--- src/rtl/inst_fetch_req_ctrl.sv ---
// Instruction-fetch request controller: issues SRAM fetches, tracks/cancels in-flight responses, buffers for IF.
// Optional performance counters are added when ICTRL_PERF_CNT_EN is defined.
module inst_fetch_req_ctrl_chk #(
    parameter int CW              = 2,
    parameter int MAX_OUTSTANDING = 2
) (
    input logic          clk,
    input logic          rst_n,
    input logic          data_ok,
    input logic [CW-1:0] out_cnt,
    input logic [CW-1:0] cancel_cnt
);
    a_no_spurious_data_ok: assert property (@(posedge clk) disable iff (!rst_n) data_ok |-> (out_cnt != {CW{1'b0}}));
    a_cancel_le_out:       assert property (@(posedge clk) disable iff (!rst_n) cancel_cnt <= out_cnt);
    a_out_le_max:          assert property (@(posedge clk) disable iff (!rst_n) {1'b0, out_cnt} <= (CW+1)'(MAX_OUTSTANDING));
endmodule

module inst_fetch_req_ctrl #(
    parameter int MAX_OUTSTANDING = 2,
    parameter int PC_W            = 32,
    parameter int INST_W          = 32
) (
    input  logic              clk,
    input  logic              rst_n,
    input  logic              pre_valid_i,
    input  logic [PC_W-1:0]   pre_pc_i,
    output logic              pre_ready_o,
    input  logic              excep_flush_i,
    input  logic              branch_flush_i,
    output logic              inst_sram_req_o,
    output logic [PC_W-1:0]   inst_sram_addr_o,
    input  logic              inst_sram_addr_ok_i,
    input  logic              inst_sram_data_ok_i,
    input  logic [INST_W-1:0] inst_sram_rdata_i,
    input  logic              if_allowin_i,
    output logic              inst_valid_o,
    output logic [INST_W-1:0] inst_o,
    output logic [PC_W-1:0]   inst_pc_o
`ifdef ICTRL_PERF_CNT_EN
    ,
    output logic [31:0]       perf_cancel_cnt_o,
    output logic [31:0]       perf_stall_cnt_o
`endif
);
    localparam int              CW       = $clog2(MAX_OUTSTANDING + 1);
    localparam int              IW       = (MAX_OUTSTANDING > 1) ? $clog2(MAX_OUTSTANDING) : 1;
    localparam logic [CW:0]     MAX_W    = (CW+1)'(MAX_OUTSTANDING);
    localparam logic [IW-1:0]   LAST_IDX = IW'(MAX_OUTSTANDING - 1);

    typedef enum logic [0:0] {IDLE = 1'b0, REQ = 1'b1} state_t;

    state_t            state_r, state_nxt_s;
    logic [PC_W-1:0]   addr_r, addr_nxt_s;
    logic              flush_seen_r, flush_seen_nxt_s;
    logic [CW-1:0]     out_cnt_r, cancel_cnt_r, fifo_cnt_r;
    logic [CW-1:0]     out_cnt_nxt_s, cancel_cnt_nxt_s, fifo_cnt_nxt_s;
    logic [PC_W-1:0]   pcq_r [MAX_OUTSTANDING];
    logic [IW-1:0]     pcq_wp_r, pcq_rp_r;
    logic [PC_W-1:0]   fifo_pc_r [MAX_OUTSTANDING];
    logic [INST_W-1:0] fifo_inst_r [MAX_OUTSTANDING];
    logic [IW-1:0]     fifo_wp_r, fifo_rp_r;
    logic [CW:0]       credit_sum_s;
    logic              flush_s, credit_ok_s, ready_s, addr_acc_s, data_ok_s;
    logic              drop_s, live_s, fifo_empty_s, push_s, pop_s;

    function automatic logic [IW-1:0] next_idx(input logic [IW-1:0] idx);
        if (idx == LAST_IDX) begin
            next_idx = {IW{1'b0}};
        end else begin
            next_idx = idx + IW'(1'b1);
        end
    endfunction

    // The request being issued counts against the credit, so REQ and IDLE share one formula.
    assign flush_s      = excep_flush_i | branch_flush_i;
    assign credit_sum_s = {1'b0, out_cnt_r} + {1'b0, fifo_cnt_r} + {{CW{1'b0}}, (state_r == REQ)};
    assign credit_ok_s  = credit_sum_s < MAX_W;
    assign addr_acc_s   = (state_r == REQ) & inst_sram_addr_ok_i;
    assign data_ok_s    = inst_sram_data_ok_i & (out_cnt_r != {CW{1'b0}});
    assign drop_s       = data_ok_s & (flush_s | (cancel_cnt_r != {CW{1'b0}}));
    assign live_s       = data_ok_s & ~drop_s;
    assign fifo_empty_s = (fifo_cnt_r == {CW{1'b0}});
    assign push_s       = live_s & ~(fifo_empty_s & if_allowin_i);
    assign pop_s        = ~flush_s & ~fifo_empty_s & if_allowin_i;

    assign pre_ready_o      = rst_n & ready_s;
    assign inst_sram_req_o  = (state_r == REQ);
    assign inst_sram_addr_o = addr_r;
    assign inst_valid_o     = rst_n & ~flush_s & (~fifo_empty_s | live_s);
    assign inst_o    = ~inst_valid_o ? {INST_W{1'b0}} : (fifo_empty_s ? inst_sram_rdata_i : fifo_inst_r[fifo_rp_r]);
    assign inst_pc_o = ~inst_valid_o ? {PC_W{1'b0}}   : (fifo_empty_s ? pcq_r[pcq_rp_r]   : fifo_pc_r[fifo_rp_r]);

    // Issue FSM: next state, request address and pre-IF ready
    always_comb begin
        state_nxt_s = state_r;
        addr_nxt_s  = addr_r;
        ready_s     = 1'b0;
        case (state_r)
            IDLE: begin
                ready_s = credit_ok_s & ~flush_s;
                if (pre_valid_i & ready_s) begin
                    state_nxt_s = REQ;
                    addr_nxt_s  = pre_pc_i;
                end else begin
                    state_nxt_s = IDLE;
                end
            end
            REQ: begin
                ready_s = addr_acc_s & credit_ok_s & ~flush_s;
                if (pre_valid_i & ready_s) begin
                    addr_nxt_s = pre_pc_i;
                end else if (addr_acc_s) begin
                    state_nxt_s = IDLE;
                end else begin
                    state_nxt_s = REQ;
                end
            end
            default: begin
                state_nxt_s = IDLE;
                ready_s     = 1'b0;
            end
        endcase
    end

    // Counter updates; a flush re-derives cancel_cnt from the post-cycle outstanding count
    always_comb begin
        out_cnt_nxt_s    = out_cnt_r + CW'(addr_acc_s) - CW'(data_ok_s);
        cancel_cnt_nxt_s = cancel_cnt_r;
        fifo_cnt_nxt_s   = fifo_cnt_r;
        flush_seen_nxt_s = 1'b0;
        if (flush_s) begin
            cancel_cnt_nxt_s = out_cnt_nxt_s;
            fifo_cnt_nxt_s   = {CW{1'b0}};
        end else begin
            cancel_cnt_nxt_s = cancel_cnt_r + CW'(addr_acc_s & flush_seen_r) - CW'(drop_s);
            fifo_cnt_nxt_s   = fifo_cnt_r + CW'(push_s) - CW'(pop_s);
        end
        if ((state_r == REQ) & ~addr_acc_s) begin
            flush_seen_nxt_s = flush_seen_r | flush_s;
        end else begin
            flush_seen_nxt_s = 1'b0;
        end
    end

    // Control state and counters
    always_ff @(posedge clk or negedge rst_n) begin
        if (!rst_n) begin
            state_r      <= IDLE;
            addr_r       <= {PC_W{1'b0}};
            flush_seen_r <= 1'b0;
            out_cnt_r    <= {CW{1'b0}};
            cancel_cnt_r <= {CW{1'b0}};
            fifo_cnt_r   <= {CW{1'b0}};
        end else begin
            state_r      <= state_nxt_s;
            addr_r       <= addr_nxt_s;
            flush_seen_r <= flush_seen_nxt_s;
            out_cnt_r    <= out_cnt_nxt_s;
            cancel_cnt_r <= cancel_cnt_nxt_s;
            fifo_cnt_r   <= fifo_cnt_nxt_s;
        end
    end

    // PC queue pairing accepted addresses with in-order responses
    always_ff @(posedge clk or negedge rst_n) begin
        if (!rst_n) begin
            for (int i = 0; i < MAX_OUTSTANDING; i++) pcq_r[i] <= {PC_W{1'b0}};
            pcq_wp_r <= {IW{1'b0}};
            pcq_rp_r <= {IW{1'b0}};
        end else begin
            if (addr_acc_s) begin
                pcq_r[pcq_wp_r] <= addr_r;
                pcq_wp_r        <= next_idx(pcq_wp_r);
            end
            if (data_ok_s) pcq_rp_r <= next_idx(pcq_rp_r);
        end
    end

    // Response buffer holding instructions while IF stalls
    always_ff @(posedge clk or negedge rst_n) begin
        if (!rst_n) begin
            for (int i = 0; i < MAX_OUTSTANDING; i++) begin
                fifo_pc_r[i]   <= {PC_W{1'b0}};
                fifo_inst_r[i] <= {INST_W{1'b0}};
            end
            fifo_wp_r <= {IW{1'b0}};
            fifo_rp_r <= {IW{1'b0}};
        end else if (flush_s) begin
            fifo_wp_r <= {IW{1'b0}};
            fifo_rp_r <= {IW{1'b0}};
        end else begin
            if (push_s) begin
                fifo_pc_r[fifo_wp_r]   <= pcq_r[pcq_rp_r];
                fifo_inst_r[fifo_wp_r] <= inst_sram_rdata_i;
                fifo_wp_r              <= next_idx(fifo_wp_r);
            end
            if (pop_s) fifo_rp_r <= next_idx(fifo_rp_r);
        end
    end

`ifdef ICTRL_PERF_CNT_EN
    logic [31:0] perf_cancel_r, perf_stall_r;

    // Event counters for dropped responses and pre-IF stall cycles
    always_ff @(posedge clk or negedge rst_n) begin
        if (!rst_n) begin
            perf_cancel_r <= 32'd0;
            perf_stall_r  <= 32'd0;
        end else begin
            perf_cancel_r <= perf_cancel_r + {31'd0, drop_s};
            perf_stall_r  <= perf_stall_r + {31'd0, pre_valid_i & ~pre_ready_o};
        end
    end

    assign perf_cancel_cnt_o = perf_cancel_r;
    assign perf_stall_cnt_o  = perf_stall_r;
`endif

    inst_fetch_req_ctrl_chk #(.CW(CW), .MAX_OUTSTANDING(MAX_OUTSTANDING)) u_chk (
        .clk        (clk),
        .rst_n      (rst_n),
        .data_ok    (inst_sram_data_ok_i),
        .out_cnt    (out_cnt_r),
        .cancel_cnt (cancel_cnt_r)
    );
endmodule

--- config.mk ---
export PLATFORM = sky130hd
export DESIGN_NAME = inst_fetch_req_ctrl
export DESIGN_NICKNAME = d
export VERILOG_FILES = /design/src/rtl/inst_fetch_req_ctrl.sv
export SDC_FILE = /design/constraint.sdc
export NUM_CORES = 1
export LEC_CHECK = 0
export ABC_CLOCK_PERIOD_IN_PS = 3120
export CAP_MARGIN = 20
export CELL_PAD_IN_SITES_DETAIL_PLACEMENT = 1
export CELL_PAD_IN_SITES_GLOBAL_PLACEMENT = 2
export CORE_ASPECT_RATIO = 2
export CORE_MARGIN = 2
export CORE_UTILIZATION = 45
export CTS_CLUSTER_DIAMETER = 120
export DETAILED_ROUTE_END_ITERATION = 8
export DONT_BUFFER_PORTS = 1
export GPL_ROUTABILITY_DRIVEN = 0
export PLACE_DENSITY = 0.88
export SLEW_MARGIN = 20
export SYNTH_ARGS = -nofsm -noshare
export SYNTH_HDL_FRONTEND = slang
export SYNTH_SLANG_ARGS = --single-unit
--- constraint.sdc ---
create_clock -name clk -period 3.12 [get_ports clk]
set_input_delay 0.624 -clock clk [delete_from_list [all_inputs] [get_ports clk]]
set_output_delay 0.624 -clock clk [all_outputs]
set_load 0.02 [all_outputs]
Word level (Yosys, flattened, before mapping) --
Cells that the tools add are included.
Word-level totals: bits in registers 236, input port bits 72, output and inout bits 99, logic and storage cells 117
Operators by class: add/subtract/negate cells 12, $lt $le $gt $ge 7, eq/ne operators 2, multiplexer cells 39, bitwise gates (word level) 32, reductions and logical operators 9
Operators by type and width (number):
- 32-bit two-way mux | 17
- 64-bit bitwise mux | 3
- 32-bit demux with 1-bit select | 2
- 32-bit one-hot mux with 2 select lines | 1
- 1-bit bitwise AND | 18
- 1-bit two-way mux | 12
- 2-bit greater-or-equal comparator, second input constant | 4
- 1-bit NOT with 2-bit output | 4
- 2-bit nonzero test | 4
- 2-bit by 1-bit adder with 2-bit output | 3
- 1-bit NOT | 6
- 2-bit by 1-bit subtractor with 2-bit output | 3
- 1-bit adder, second input constant | 4
- 2-bit by 1-bit less-than comparator with 1-bit output, second input constant | 2
- 2-bit two-way mux | 2
- 1-bit OR | 4
- 1-bit one-hot mux with 2 select lines | 2
- 2-bit AND reduction | 2
- 2-bit by 2-bit adder with 3-bit output | 1
- 3-bit by 1-bit adder with 3-bit output | 1
- 3-bit by 2-bit less-than comparator with 1-bit output, second input constant | 1
- 1-bit logical AND | 2
- 2-bit zero test | 1
- 2-bit by 1-bit inequality test with 1-bit output, second input constant | 1
- 2-bit inequality test, second input constant | 1

Depth between registers and ports, before layout --
Gate-level depths: netlist of the first run.
word-level depth 9, mapped depth 10, mapped depth without buffers 9

Worst setup path before layout of the first run --
Ideal clock, no wire load.
kind input to output, start point in branch_flush_i, end point out inst_o[10], arrival 2.457 ns, required time 2.496 ns, slack 0.039 ns, stages 4, buffers on the path 1, path through nor4_4 > a22oi_1 > clkbuf_1 > a2111oi_0
Between the ends: cells in the longest elaborated chain, start to end 8, elaborated cells between the ends (all ways) 10
RTL lines:
- from (decl) | RTL line 29 | input logic branch_flush_i,
- 1-bit OR * | RTL line 75 | assign flush_s = excep_flush_i | branch_flush_i;
- 1-bit OR | RTL line 80 | assign drop_s = data_ok_s & (flush_s | (cancel_cnt_r != {CW{1'b0}}));
- 1-bit bitwise AND | RTL line 80
- 1-bit NOT | RTL line 81 | assign live_s = data_ok_s & ~drop_s;
- 1-bit bitwise AND | RTL line 81
- 1-bit OR | RTL line 89 | assign inst_valid_o = rst_n & ~flush_s & (~fifo_empty_s | live_s);
- 1-bit bitwise AND * | RTL line 89
- 32-bit two-way mux * | RTL line 90 | assign inst_o = ~inst_valid_o ? {INST_W{1'b0}} : (fifo_empty_s ? inst_sram_rdata_i : fifo_inst_r[fifo_rp_r]);
- to (decl) | RTL line 37 | output logic [INST_W-1:0] inst_o,
Mark *: on every way between the ends. The rest lies on a longest branch, timed or not.

Worst setup path after layout of the first run --
start point reg cancel_cnt_r[0], end point out inst_pc_o[11]
Between the ends: cells in the longest elaborated chain, start to end 8
RTL lines:
- from (decl) | RTL line 55 | logic [CW-1:0] out_cnt_r, cancel_cnt_r, fifo_cnt_r;
- from (signal assigned) | RTL line 152 | cancel_cnt_r <= {CW{1'b0}};
- from (signal assigned) | RTL line 159 | cancel_cnt_r <= cancel_cnt_nxt_s;
- 2-bit nonzero test | RTL line 80
- 1-bit OR | RTL line 80
- 1-bit bitwise AND | RTL line 80
- 1-bit NOT | RTL line 81
- 1-bit bitwise AND | RTL line 81
- 1-bit OR | RTL line 89
- 1-bit bitwise AND | RTL line 89
- 32-bit two-way mux | RTL line 91 | assign inst_pc_o = ~inst_valid_o ? {PC_W{1'b0}} : (fifo_empty_s ? pcq_r[pcq_rp_r] : fifo_pc_r[fifo_rp_r]);
- to (decl) | RTL line 38 | output logic [PC_W-1:0] inst_pc_o
Every way passes these cells.

==> results of run 1 <==
cells by family after synthesis:
group | count (synthesis)
AOI/OAI and AO/OA | 69
xor gates and xnor gates | 8
adders and majority gates | 8
buffers and inverters | 70
DFF | 236
muxes | 322
and+or+nand+nor | 96
synthesized netlist by cell type, types with 7 or more instances:
| library cell | n |
|---|---|
| sky130_fd_sc_hd__dfrtp_1 | 236 |
| sky130_fd_sc_hd__mux2_2 | 196 |
| sky130_fd_sc_hd__nor2_1 | 71 |
| sky130_fd_sc_hd__mux2i_1 | 65 |
| sky130_fd_sc_hd__mux2_4 | 60 |
| sky130_fd_sc_hd__a2111oi_2 | 40 |
| sky130_fd_sc_hd__clkbuf_1 | 22 |
| sky130_fd_sc_hd__a2111oi_0 | 15 |
| sky130_fd_sc_hd__buf_2 | 15 |
| sky130_fd_sc_hd__buf_6 | 12 |
| sky130_fd_sc_hd__a2111oi_4 | 9 |
| sky130_fd_sc_hd__ha_1 | 7 |
| sky130_fd_sc_hd__inv_1 | 7 |
| sky130_fd_sc_hd__nand2_1 | 7 |
| sky130_fd_sc_hd__xnor2_1 | 7 |
critical path, cell delays in order, from the launching register on:
cell	delay [ns]
sky130_fd_sc_hd__dfrtp_1	0.41
sky130_fd_sc_hd__nor4_4	0.27
sky130_fd_sc_hd__a22oi_2	0.11
sky130_fd_sc_hd__buf_4	0.18
sky130_fd_sc_hd__buf_12	0.16
sky130_fd_sc_hd__buf_4	0.19
sky130_fd_sc_hd__a2111oi_2	0.28
sky130_fd_sc_hd__buf_4	0.22
per-stage QoR:
step	setup WS, ns	cell area (um^2)	total power [W]	util	hold WS, ns
floorplan	0.0391	11800	0.00723	-	0.328
global placement	0.450	12600	0.00786	0.489	0.333
detailed placement	0.417	12600	0.00805	0.489	0.333
CTS	0.0235	13500	0.0115	0.526	-0.246
global route	0.00829	13600	0.0119	0.526	-0.244
finish	0.131	13600	0.0113	0.526	-0.198
state kept, by name (all words and copies together) (netlist names):
| signal | cells |
|---|---|
| pcq_r | 64 |
| inst_sram_addr_o | 32 |
| cancel_cnt_r | 2 |
| pcq_wp_r | 1 |
| fifo_cnt_r | 2 |
| fifo_rp_r | 1 |
| out_cnt_r | 2 |
| inst_sram_req_o | 1 |
| fifo_inst_r | 64 |
| pcq_rp_r | 1 |
| fifo_wp_r | 1 |
| flush_seen_r | 1 |
| fifo_pc_r | 64 |
power by group through the flow:
stage / registers, W / clock network, W / logic, W
finish: 0.00504 / 0.00330 / 0.00295
global route: 0.00520 / 0.00352 / 0.00320
CTS: 0.00506 / 0.00341 / 0.00299
detailed placement: 0.00510 / 0 / 0.00294
global placement: 0.00502 / 0 / 0.00284
floorplan: 0.00482 / 0 / 0.00240
metal layers:
layer | track usage | share of wire
met2 | 0.398 | 0.57
met4 | 0.0658 | 0.024
met1 | 0.216 | 0.37
met5 | 0 | 0
met3 | 0.0270 | 0.034
worst max path at each step:
stage	start	end	slack, ns	cells past startpoint
after global routing	cancel_cnt_r[0]	inst_o[2]	0.008	6
after floorplan	branch_flush_i	inst_o[10]	0.04	4
after CTS	out_cnt_r[0]	inst_pc_o[11]	0.02	8
after detailed placement	inst_sram_data_ok_i	inst_pc_o[11]	0.42	7
after global placement	branch_flush_i	inst_o[0]	0.45	6
final	cancel_cnt_r[0]	inst_pc_o[11]	0.13	7
layout make-up:
cell class | count | area [um^2]
repair buffers | 89 | 826
inverters | 7 | 28.8
flip-flops and latches | 236 | 5910
clock buffers | 33 | 696
clock inverters | 11 | 214
well taps | 340 | 425
multi-input cells | 503 | 5460
fillers | 2551 | 12200
repair_timing:
item	CTS	global route
cloned	1	0
setup buffers	1	0
endpoints found under the setup margin	9	23
resized for setup	0	6
endpoints found under the hold margin	236	236
pin swaps	1	0
==> out/summary.md, run 1 <==
The most used flip-flop cell after synthesis was sky130_fd_sc_hd__dfrtp_1. The logs give 27,500 um for the routed wire length and 335 MHz for the achievable clock frequency. Setup violations remaining at the end of the flow were counted as 0.

STA puts the critical path data required time at 2.50 ns. The netlist uses 39 different library cells. Number of buffers created by CTS: 24.

For the max-slew headroom at the worst pin, the log shows 0.499. The run gives 7,746 as the number of global-route vias before repair. For the sequential share of power, the log shows 0.447.

The die covers 27,600 um^2. Once layout is complete, the cells apart from fillers number 1,219. For the pin with the worst max-slew slack, the measured transition is 0.751 ns.

The critical path endpoint category is a primary output. Data arrives at the worst endpoint at 2.37 ns. The fraction of synthesized cell area taken by the top area cell type is 0.501. Mean number of vias per cell: 5.64.

The design internal power came out at 0.00774 W. Counting tap cells, the placed design contains a total of 1,173 instances. Setup repair after global routing left no endpoint under its margin. Most common cell after layout, fill and taps aside: sky130_fd_sc_hd__dfrtp_1. Detailed placement ended at an HPWL of 17,700 um.

The final reports fail on hold timing. In this run the power density over the cells is 833 nW/um^2. The tree built by TritonCTS fans out to 236 sinks. The worst hold path belongs to the class input port to async pin. Counting every net in the synthesized netlist gives 889.

Wire length per cell after detailed routing: 22.6 um. The combinational share of power was 0.261. The die is 233 um tall.

The die is 118 um wide. The count of final max-slew check failures is 0, and the simple-gate area share of the yosys netlist is 0.0374. Clock-pin slew was measured on the worst setup and hold paths at 0.07 ns.

For this design the static power due to leakage is 5.86 nW. The worst register-to-register path has a setup slack of 0.56 ns. After synthesis, the mean cell area works out to 14.6 um^2. Compound-gate portion of the synthesized area: 0.0854. The tools report the synthesized netlist cell count as 809.

The type of the worst setup path was flop to primary output. Dominant cell type by area after synthesis: sky130_fd_sc_hd__dfrtp_1. The worst path needs 2.99 ns of the cycle, external delays included. The post-route clock period utilization was 0.958. The fraction of final layout cells with drive strength greater than 1 works out to 0.513. The run finished, with violations left.

The largest net degree at the start of global routing was 239; the cell area after technology mapping was 11,800 um^2. For this run, the number of Yosys warnings is 0. CTS placed an instance of sky130_fd_sc_hd__clkbuf_16 at the clock tree root. The tools report the post-synthesis sequential area ratio as 0.501.

For the final database, setup skew stands at 0.00814 ns. The part of the power in the clock network is 0.292. The number of optimization iterations in the first detailed-route pass is 4. The analysis attributes to net switching a power of 0.00354 W. Number of hold violations in the final report: 236.

Row generation in the floorplan step produced 83 rows. The worst register-to-register path begins at fifo_cnt_r[0]. The number of violations of the max-capacitance limit was 0. The tools report the worst hold slack after final layout as -0.198 ns.

The post-synthesis mux area share is 0.320, and the overflow left after global routing is 0. The final route contains 6,872 vias. The adder and majority gate portion of the synthesized area was 0.00913.

The largest fanout on the critical path was 19; the clock latency on the worst-skew pair was 0.52 ns. The detail route stage leaves a number of antenna-violating nets equal to 0. By area the synthesized netlist is led by sky130_fd_sc_hd__dfrtp_1, sky130_fd_sc_hd__mux2_2, sky130_fd_sc_hd__mux2_4. In this run, synthesis inferred 0 flip-flops with an integrated enable.

The element type at the critical path start is a flop. TritonCTS built the clock tree. The H-tree depth reported by CTS is 1, and the post-synthesis share of cell area spent on xor and xnor gates is 0.00594. The depth of the worst register-to-register path was 7; the global-route wire length before repair was 43,600 um. In the routed design, unresolved DRC markers number 0. The clock tree buffer depth is 3, and the combined global-route utilization of all metal layers is 0.201. In this run, synthesis produced a sequential element count of 236.

For the top-level I/O count, the log shows 171. Across the VDD grid, the largest voltage drop is 0.528 mV. The share of flip-flops with an asynchronous set or reset after synthesis is 1.00. The switching share of power was 0.314. The run gives 941 as the final layout net count. In the layout the commonest cells are sky130_fd_sc_hd__dfrtp_1, sky130_fd_sc_hd__mux2_2, sky130_fd_sc_hd__buf_4.

The logs give 0 for the number of antenna cells inserted and 213 for the number of violations reported at the end of detailed-routing iteration 0. The effective utilization at floorplan is 0.458. After synthesis, the largest family of logic cells by area is multiplexers. The area of the core is 25,800 um^2. The area growth from synthesis to layout is 15.0%. In this run the critical register-to-register path is captured at inst_sram_addr_o[3]. Input and output buffers added on the ports amount to 0. The number of antenna violations at the first check in global routing came out at 0.

For the final routed database, the setup TNS stands at 0 ns.
No activity file was read; power rests on OpenSTA's default activity.
==> run 2, diff against run 1 <==
--- a/config.mk
+++ b/config.mk
@@ -17,6 +17,7 @@
 export DONT_BUFFER_PORTS = 1
 export GPL_ROUTABILITY_DRIVEN = 0
 export PLACE_DENSITY = 0.88
+export SETUP_SLACK_MARGIN = 0.2
 export SLEW_MARGIN = 20
 export SYNTH_ARGS = -nofsm -noshare
 export SYNTH_HDL_FRONTEND = slang
==> out/summary.md, run 2 (synthesis results as in run 1) <==
The fraction of final layout cells with drive strength greater than 1 was 0.538 (+0.0245). The wire length per cell after detailed routing is 24.8 um (+10%), and the maximum resistive drop on vdd is 0.601 mV (+14%). The run gives 0.0152 ns (+0.00710 ns) as the clock tree skew after final layout. The pin slew with the least headroom to its limit is 0.858 ns (+0.107 ns), and the length of routed met3 wiring is 1020 um (+8.5%). The logs give 0 (unchanged) for the number of antenna violations at the first check in global routing and 0 (unchanged) for the overflow left after global routing.

The run gives 0.51 ns (about the same) as the clock latency on the worst-skew pair. For the number of violations of the max-capacitance limit, the log shows 0 (unchanged). The vias after detailed routing came out at 6,981 (+1.6%).

The post-route clock period utilization was 0.950 (-0.00836); the full die area was 27,600 um^2 (unchanged). The worst min-delay path category is input port to async pin. The final layout net count was 957 (+1.7%). The run gives 0 (unchanged) as the number of antenna cells inserted. TritonCTS built the clock tree. The floorplan die height is 233 um (unchanged), and the effective utilization at floorplan is 0.458 (unchanged). The power density relative to cell area came out at 790 nW/um^2 (-5.1%).

The achievable clock frequency was 337 MHz (+0.88%). Signal routing reaches up to met4. The run gives 14,100 um^2 (+4.3%) as the post-layout instance area. The critical path in this run is classified as input port to primary output.

Number of optimization iterations in the first detailed-route pass: 6 (+2). The global-route wire length before repair was 46,200 um (+6.0%); the clock tree buffer depth was 3 (unchanged). The logs give 0 (unchanged) for the count of endpoints failing setup in the final report and 2.34 ns (-0.03 ns) for the endpoint arrival time on the critical path. The flow ran to the end, but the final reports show violations. The area growth from synthesis to layout is 20.0%. The worst setup slack before clock tree synthesis is 0.387 ns (-0.0299 ns).

The number of clock sinks came out at 236 (unchanged). The final reports fail on hold timing. Setup repair after global routing could not meet its margin everywhere. The top-level I/O count is 171 (unchanged), and the leakage dissipation is 5.94 nW (+1.3%).

The clock root buffer master was sky130_fd_sc_hd__clkbuf_16. The run gives 5910 um^2 (about the same) as the area occupied by registers. In the final layout, the registers with the most flip-flops are fifo_inst_r (64), fifo_pc_r (64), pcq_r (64).

The overall power of the completed layout is 0.0112 W (-1.0%), and the required time at the worst-slack endpoint is 2.50 ns (about the same). The placed standard-cell area was 12,500 um^2 (-0.28%). The number of fill cells came out at 2,497 (-2.1%). Leaving out fill and tap cells, the most frequent cell in the layout is sky130_fd_sc_hd__dfrtp_1. The final worst-path setup slack came out at 0.157 ns (+0.0261 ns).

Element type at the critical path start: an input port. For the sum of routed wire segments on met1, the log shows 11,200 um (+9.7%). The H-tree depth reported by CTS was 1 (unchanged). Number of I/O port buffers: 0 (unchanged). The logs give 83 (unchanged) for the row count and 0 (unchanged) for the count of nets left with antenna violations after detail routing. Worst-case register-to-register setup slack: 0.55 ns (about the same).

The mean number of vias per cell came out at 5.67 (+0.60%). The overall die width is 118 um (unchanged). Clock-pin slew reported for the worst setup and hold paths after clock tree synthesis: 0.06 ns (about the same). The tools report the DRC violation count after routing as 0 (unchanged). The max-slew headroom at the worst pin is 0.428 (-0.0716), and the combined global-route utilization of all metal layers is 0.212 (+0.0109).

The run gives 23 (-4.2%) as the number of buffers created by CTS. The number of violations reported at the end of detailed-routing iteration 0 was 310 (+46%). The routed wire length is 30,600 um (+11%), and the multi-input gate area in the final layout is 5940 um^2 (+9.0%).

For the total met2 wirelength after detailed routing, the log shows 17,600 um (+12%). The count of final max-slew check failures is 0 (unchanged). The area of the core came out at 25,800 um^2 (unchanged). The run gives 0 ns (unchanged) as the setup TNS after final layout. The number of hold violations in the final report came out at 236 (unchanged).

The final critical-path required period came out at 2.96 ns (-0.0261 ns). STA classifies the critical path endpoint as a primary output. The logs give -0.189 ns (+0.00805 ns) for the worst hold slack after final layout and 239 (unchanged) for the largest net degree at the start of global routing. Detailed-placement wirelength estimate: 17,700 um (+0.30%). The number of global-route vias before repair was 8,061 (+4.1%). The largest fanout on the critical path came out at 238 (+219).

The library cells used most frequently in the layout, excluding fill and tap cells, are sky130_fd_sc_hd__dfrtp_1, sky130_fd_sc_hd__mux2_2, sky130_fd_sc_hd__buf_4.
[run 2: path summary, 6_finish.rpt]
check                         startpoint                   end  cells after the start
hold reg to reg                pcq_r[23]             pcq_r[23]                      1
setup / recovery                   rst_n          inst_pc_o[8]                      4
max in group asynchronous          rst_n         fifo_pc_r[27]                      0
min in group clk             pre_pc_i[6]   inst_sram_addr_o[6]                      1
setup reg to reg           fifo_cnt_r[0]  inst_sram_addr_o[12]                      7
hold / removal                     rst_n  inst_sram_addr_o[29]                      0
[run 2: routing by layer]
layer,global-route usage,up-vias
met5,0,-
met4,0.0584,0
met3,0.0311,40
met2,0.424,147
met1,0.226,3709
li1,-,3085
[run 2: through the flow]
step,std cells,utilization
floorplan,809,-
global placement,1171,0.487
detailed placement,1171,0.487
CTS,1219,0.531
global route,1231,0.549
finish,1231,0.549
[run 2: area by class of cell]
class / count / area share
Clock buffer: 31 / 0.0471
Clock inverter: 8 / 0.00504
Inverter: 7 / 0.00221
Multi-Input combinational cell: 503 / 0.420
Sequential cell: 236 / 0.418
Tap cell: 340 / 0.0301
Timing Repair Buffer: 106 / 0.0771
[run 2: power by group]
part / leakage [nW] / switching (W) / internal (W)
Combinational: 2.48 / 0.00155 / 0.00174
Sequential: 3.09 / 0.00105 / 0.00407
Clock: 0.367 / 0.00119 / 0.00157
Total: 5.94 / 0.00379 / 0.00739
[run 2: worst max-delay path, cell delays in order]
cell and delay, ns:
sky130_fd_sc_hd__inv_6 0.81, sky130_fd_sc_hd__buf_4 0.36, sky130_fd_sc_hd__a2111oi_4 0.07, sky130_fd_sc_hd__buf_4 0.17
[run 2: what timing repair did]
| item | 4_1_cts | 5_1_grt |
|---|---|---|
| hold endpoints to repair | 236 | 236 |
| setup endpoints to repair | 58 | 64 |
| cloned | 2 | 5 |
| resized for setup | 36 | 32 |
| buffers inserted | 7 | 7 |
| pin swaps | 8 | 14 |
==> run 3, diff against run 2 <==
--- a/config.mk
+++ b/config.mk
@@ -9,9 +9,10 @@
 export CAP_MARGIN = 20
 export CELL_PAD_IN_SITES_DETAIL_PLACEMENT = 1
 export CELL_PAD_IN_SITES_GLOBAL_PLACEMENT = 2
-export CORE_ASPECT_RATIO = 2
+export CORE_ASPECT_RATIO = 1.5
 export CORE_MARGIN = 2
 export CORE_UTILIZATION = 45
+export CTS_BUF_LIST = sky130_fd_sc_hd__clkbuf_8 sky130_fd_sc_hd__clkbuf_16
 export CTS_CLUSTER_DIAMETER = 120
 export DETAILED_ROUTE_END_ITERATION = 8
 export DONT_BUFFER_PORTS = 1
==> out/summary.md, run 3 (synthesis results as in run 1) <==
The tools report the combined global-route utilization of all metal layers as 0.202 (-0.00979). The critical path ends at inst_o[16]. The clock tree skew after final layout was 0.00879 ns (-0.00644 ns); the count of final max-slew check failures was 0 (unchanged). The critical path is of the input port to primary output type. The logs give 0 ns (unchanged) for the setup TNS after final layout and 28,200 um (-7.6%) for the routed wire length. TritonCTS built the clock tree.

The depth of the worst register-to-register path was 8 (+1). The number of optimization iterations in the first detailed-route pass was 6 (unchanged); the pin slew with the least headroom to its limit was 0.816 ns (-0.0421 ns). The overall die width was 136 um (+15%).

The tools report the largest net degree at the start of global routing as 239 (unchanged). Final standard cell count with taps included and fillers excluded: 1,212 (-1.5%). The number of I/O port buffers is 0 (unchanged), and the area of the core is 25,800 um^2 (about the same). Clock-pin slew reported for the worst setup and hold paths after clock tree synthesis: 0.06 ns (about the same). The maximum resistive drop on vdd was 0.589 mV (-1.9%). The tools report the number of clock sinks as 236 (unchanged). The logs give 2.46 ns (+0.12 ns) for the endpoint arrival time on the critical path and 2.50 ns (about the same) for the required time at the worst-slack endpoint. The switching share of power is 0.323 (-0.0154), and the overflow left after global routing is 0 (unchanged).

The tools report the design internal power as 0.00778 W (+5.3%). The number of buffers created by CTS is 25 (+8.7%). The sequential share of power came out at 0.441 (-0.017). The number of violations reported at the end of detailed-routing iteration 0 came out at 200 (-35%). The largest registers in the layout are fifo_inst_r (64), fifo_pc_r (64), pcq_r (64). The run gives 3 (unchanged) as the clock tree buffer depth. The placed standard-cell area came out at 12,500 um^2 (-0.53%). The worst setup path is launched from an input port. For the top-level I/O count, the log shows 171 (unchanged).

For the H-tree depth reported by CTS, the log shows 1 (unchanged). The worst hold slack after final layout is -0.211 ns (-0.0216 ns), and the number of hold violations in the final report is 236 (unchanged). Worst-case register-to-register setup slack: 0.45 ns (-0.10 ns). The run finished, with violations left. For the number of global-route vias before repair, the log shows 7,808 (-3.1%).

The logs give 324 MHz (-3.8%) for the achievable clock frequency and 0 (unchanged) for the number of antenna violations at the first check in global routing. The number of violations of the max-capacitance limit was 0 (unchanged). Area growth from synthesis to layout: 18.8%. Walking the worst path, the cells encountered are inv_4, buf_4, a2111oi_2, buf_4.

The final reports fail on hold timing. The number of antenna cells inserted is 0 (unchanged), and the longest individual stage delay on the worst path is 0.81 ns (about the same). The vias after detailed routing is 6,903 (-1.1%), and the max-slew headroom at the worst pin is 0.456 (+0.0281). Setup repair after global routing could not meet its margin everywhere.

The start point of the critical path was rst_n. The effective utilization at floorplan came out at 0.458 (about the same). The most numerous cell type found on the critical path is sky130_fd_sc_hd__buf_4. In this run the critical register-to-register path is launched from out_cnt_r[0]. Row count: 72 (-13%). The fraction of final layout cells with drive strength greater than 1 came out at 0.531 (-0.00631).

In the layout the commonest cells are sky130_fd_sc_hd__dfrtp_1, sky130_fd_sc_hd__mux2_2, sky130_fd_sc_hd__buf_4. The floorplan die height is 202 um (-13%), and the switching power total is 0.00372 W (-1.8%). The final critical-path required period came out at 3.08 ns (+0.118 ns). The leakage dissipation is 5.90 nW (-0.57%), and the number of cells in the design after placement is 1,158 (-1.1%). Global-route wire length before repair: 43,500 um (-5.9%). The post-layout instance area was 14,000 um^2 (-0.96%).

The endpoint of the lowest-slack register-to-register path is inst_sram_addr_o[8]. The post-route clock period utilization was 0.988 (+0.0380); the largest fanout on the critical path was 238 (unchanged). The part of the power in the clock network is 0.283 (+0.036), and the detailed-placement wirelength estimate is 16,700 um (-5.5%). The critical path endpoint category was a primary output. The count of nets left with antenna violations after detail routing was 0 (unchanged); the power density relative to cell area was 821 nW/um^2 (+3.9%). Full die area: 27,500 um^2 (-0.19%). The final layout net count came out at 942 (-1.6%). Clock root buffer master: sky130_fd_sc_hd__clkbuf_16. The wire length per cell after detailed routing came out at 23.3 um (-6.2%).

For the clock latency on the worst-skew pair, the log shows 0.53 ns (+0.02 ns). The mean number of vias per cell is 5.70 (+0.43%). The tools report the DRC violation count after routing as 0 (unchanged). Leaving out fill and tap cells, the most frequent cell in the layout is sky130_fd_sc_hd__dfrtp_1. The run gives 0.276 (-0.019) as the combinational share of power.

The worst min-delay path category is input port to async pin. The count of endpoints failing setup in the final report was 0 (unchanged). The slowest stage of the critical path belongs to the cell sky130_fd_sc_hd__inv_4.
## run 3: cell types whose count changed in the layout (fill, tap and decap cells not counted), moves of 4 or more
cell / change
sky130_fd_sc_hd__a2111oi_2: +7
sky130_fd_sc_hd__buf_4: -7
sky130_fd_sc_hd__a2111oi_4: -6
sky130_fd_sc_hd__bufinv_16: +5
sky130_fd_sc_hd__buf_6: -4
sky130_fd_sc_hd__clkbuf_8: -4
sky130_fd_sc_hd__inv_1: +4
## run 3: stage by stage
stage / power [W] / utilization / hold slack [ns] / worst slack, ns
final: 0.0115 / 0.544 / -0.211 / 0.0382
after floorplan: 0.00723 / - / 0.328 / 0.0391
after detailed placement: 0.00797 / 0.485 / 0.333 / 0.368
after global placement: 0.00779 / 0.485 / 0.333 / 0.486
after global routing: 0.0121 / 0.544 / -0.237 / 0.139
after CTS: 0.0114 / 0.528 / -0.237 / 0.144
## run 3: area by class of cell
class                           count  area (um^2)
Inverter                            7         28.8
Timing Repair Buffer               89          870
Fill cell                        2437        11800
Tap cell                          333          417
Multi-Input combinational cell    503         5890
Clock inverter                     17          240
Clock buffer                       27          653
Sequential cell                   236         5910
## run 3: power groups by stage
stage | registers [W] | logic [W] | clock network, W
after CTS | 0.00507 | 0.00302 | 0.00333
final | 0.00507 | 0.00317 | 0.00325
after global placement | 0.00505 | 0.00273 | 0
after global routing | 0.00521 | 0.00343 | 0.00344
after detailed placement | 0.00513 | 0.00284 | 0
after floorplan | 0.00482 | 0.00241 | 0
## run 3: repair_timing
action	CTS	global route
resized for setup	19	43
pin swaps	2	5
setup endpoints to repair	66	58
gates cloned	1	1
hold endpoints to repair	236	236
buffers inserted	6	2
## run 3: per-layer routing
layer	global-route usage	part of all wire	vias up
met5	0	0	-
met4	0.0595	0.024	0
met3	0.0268	0.038	37
met2	0.372	0.54	148
met1	0.242	0.40	3639
li1	-	-	3079
## run 3: critical path: cells and delay by family
family                 cells  cell delay [ns]
buffers and inverters      3             1.46
AO/OA/AOI/OAI              1             0.07
## run 3: worst min-delay path by stage
stage                     start              endpoint  slack (ns)
after floorplan           rst_n       cancel_cnt_r[0]        0.33
after global placement    rst_n  inst_sram_addr_o[25]        0.33
after detailed placement  rst_n  inst_sram_addr_o[26]        0.33
after CTS                 rst_n  inst_sram_addr_o[26]       -0.24
after global routing      rst_n  inst_sram_addr_o[26]       -0.24
final                     rst_n             pcq_r[26]       -0.21
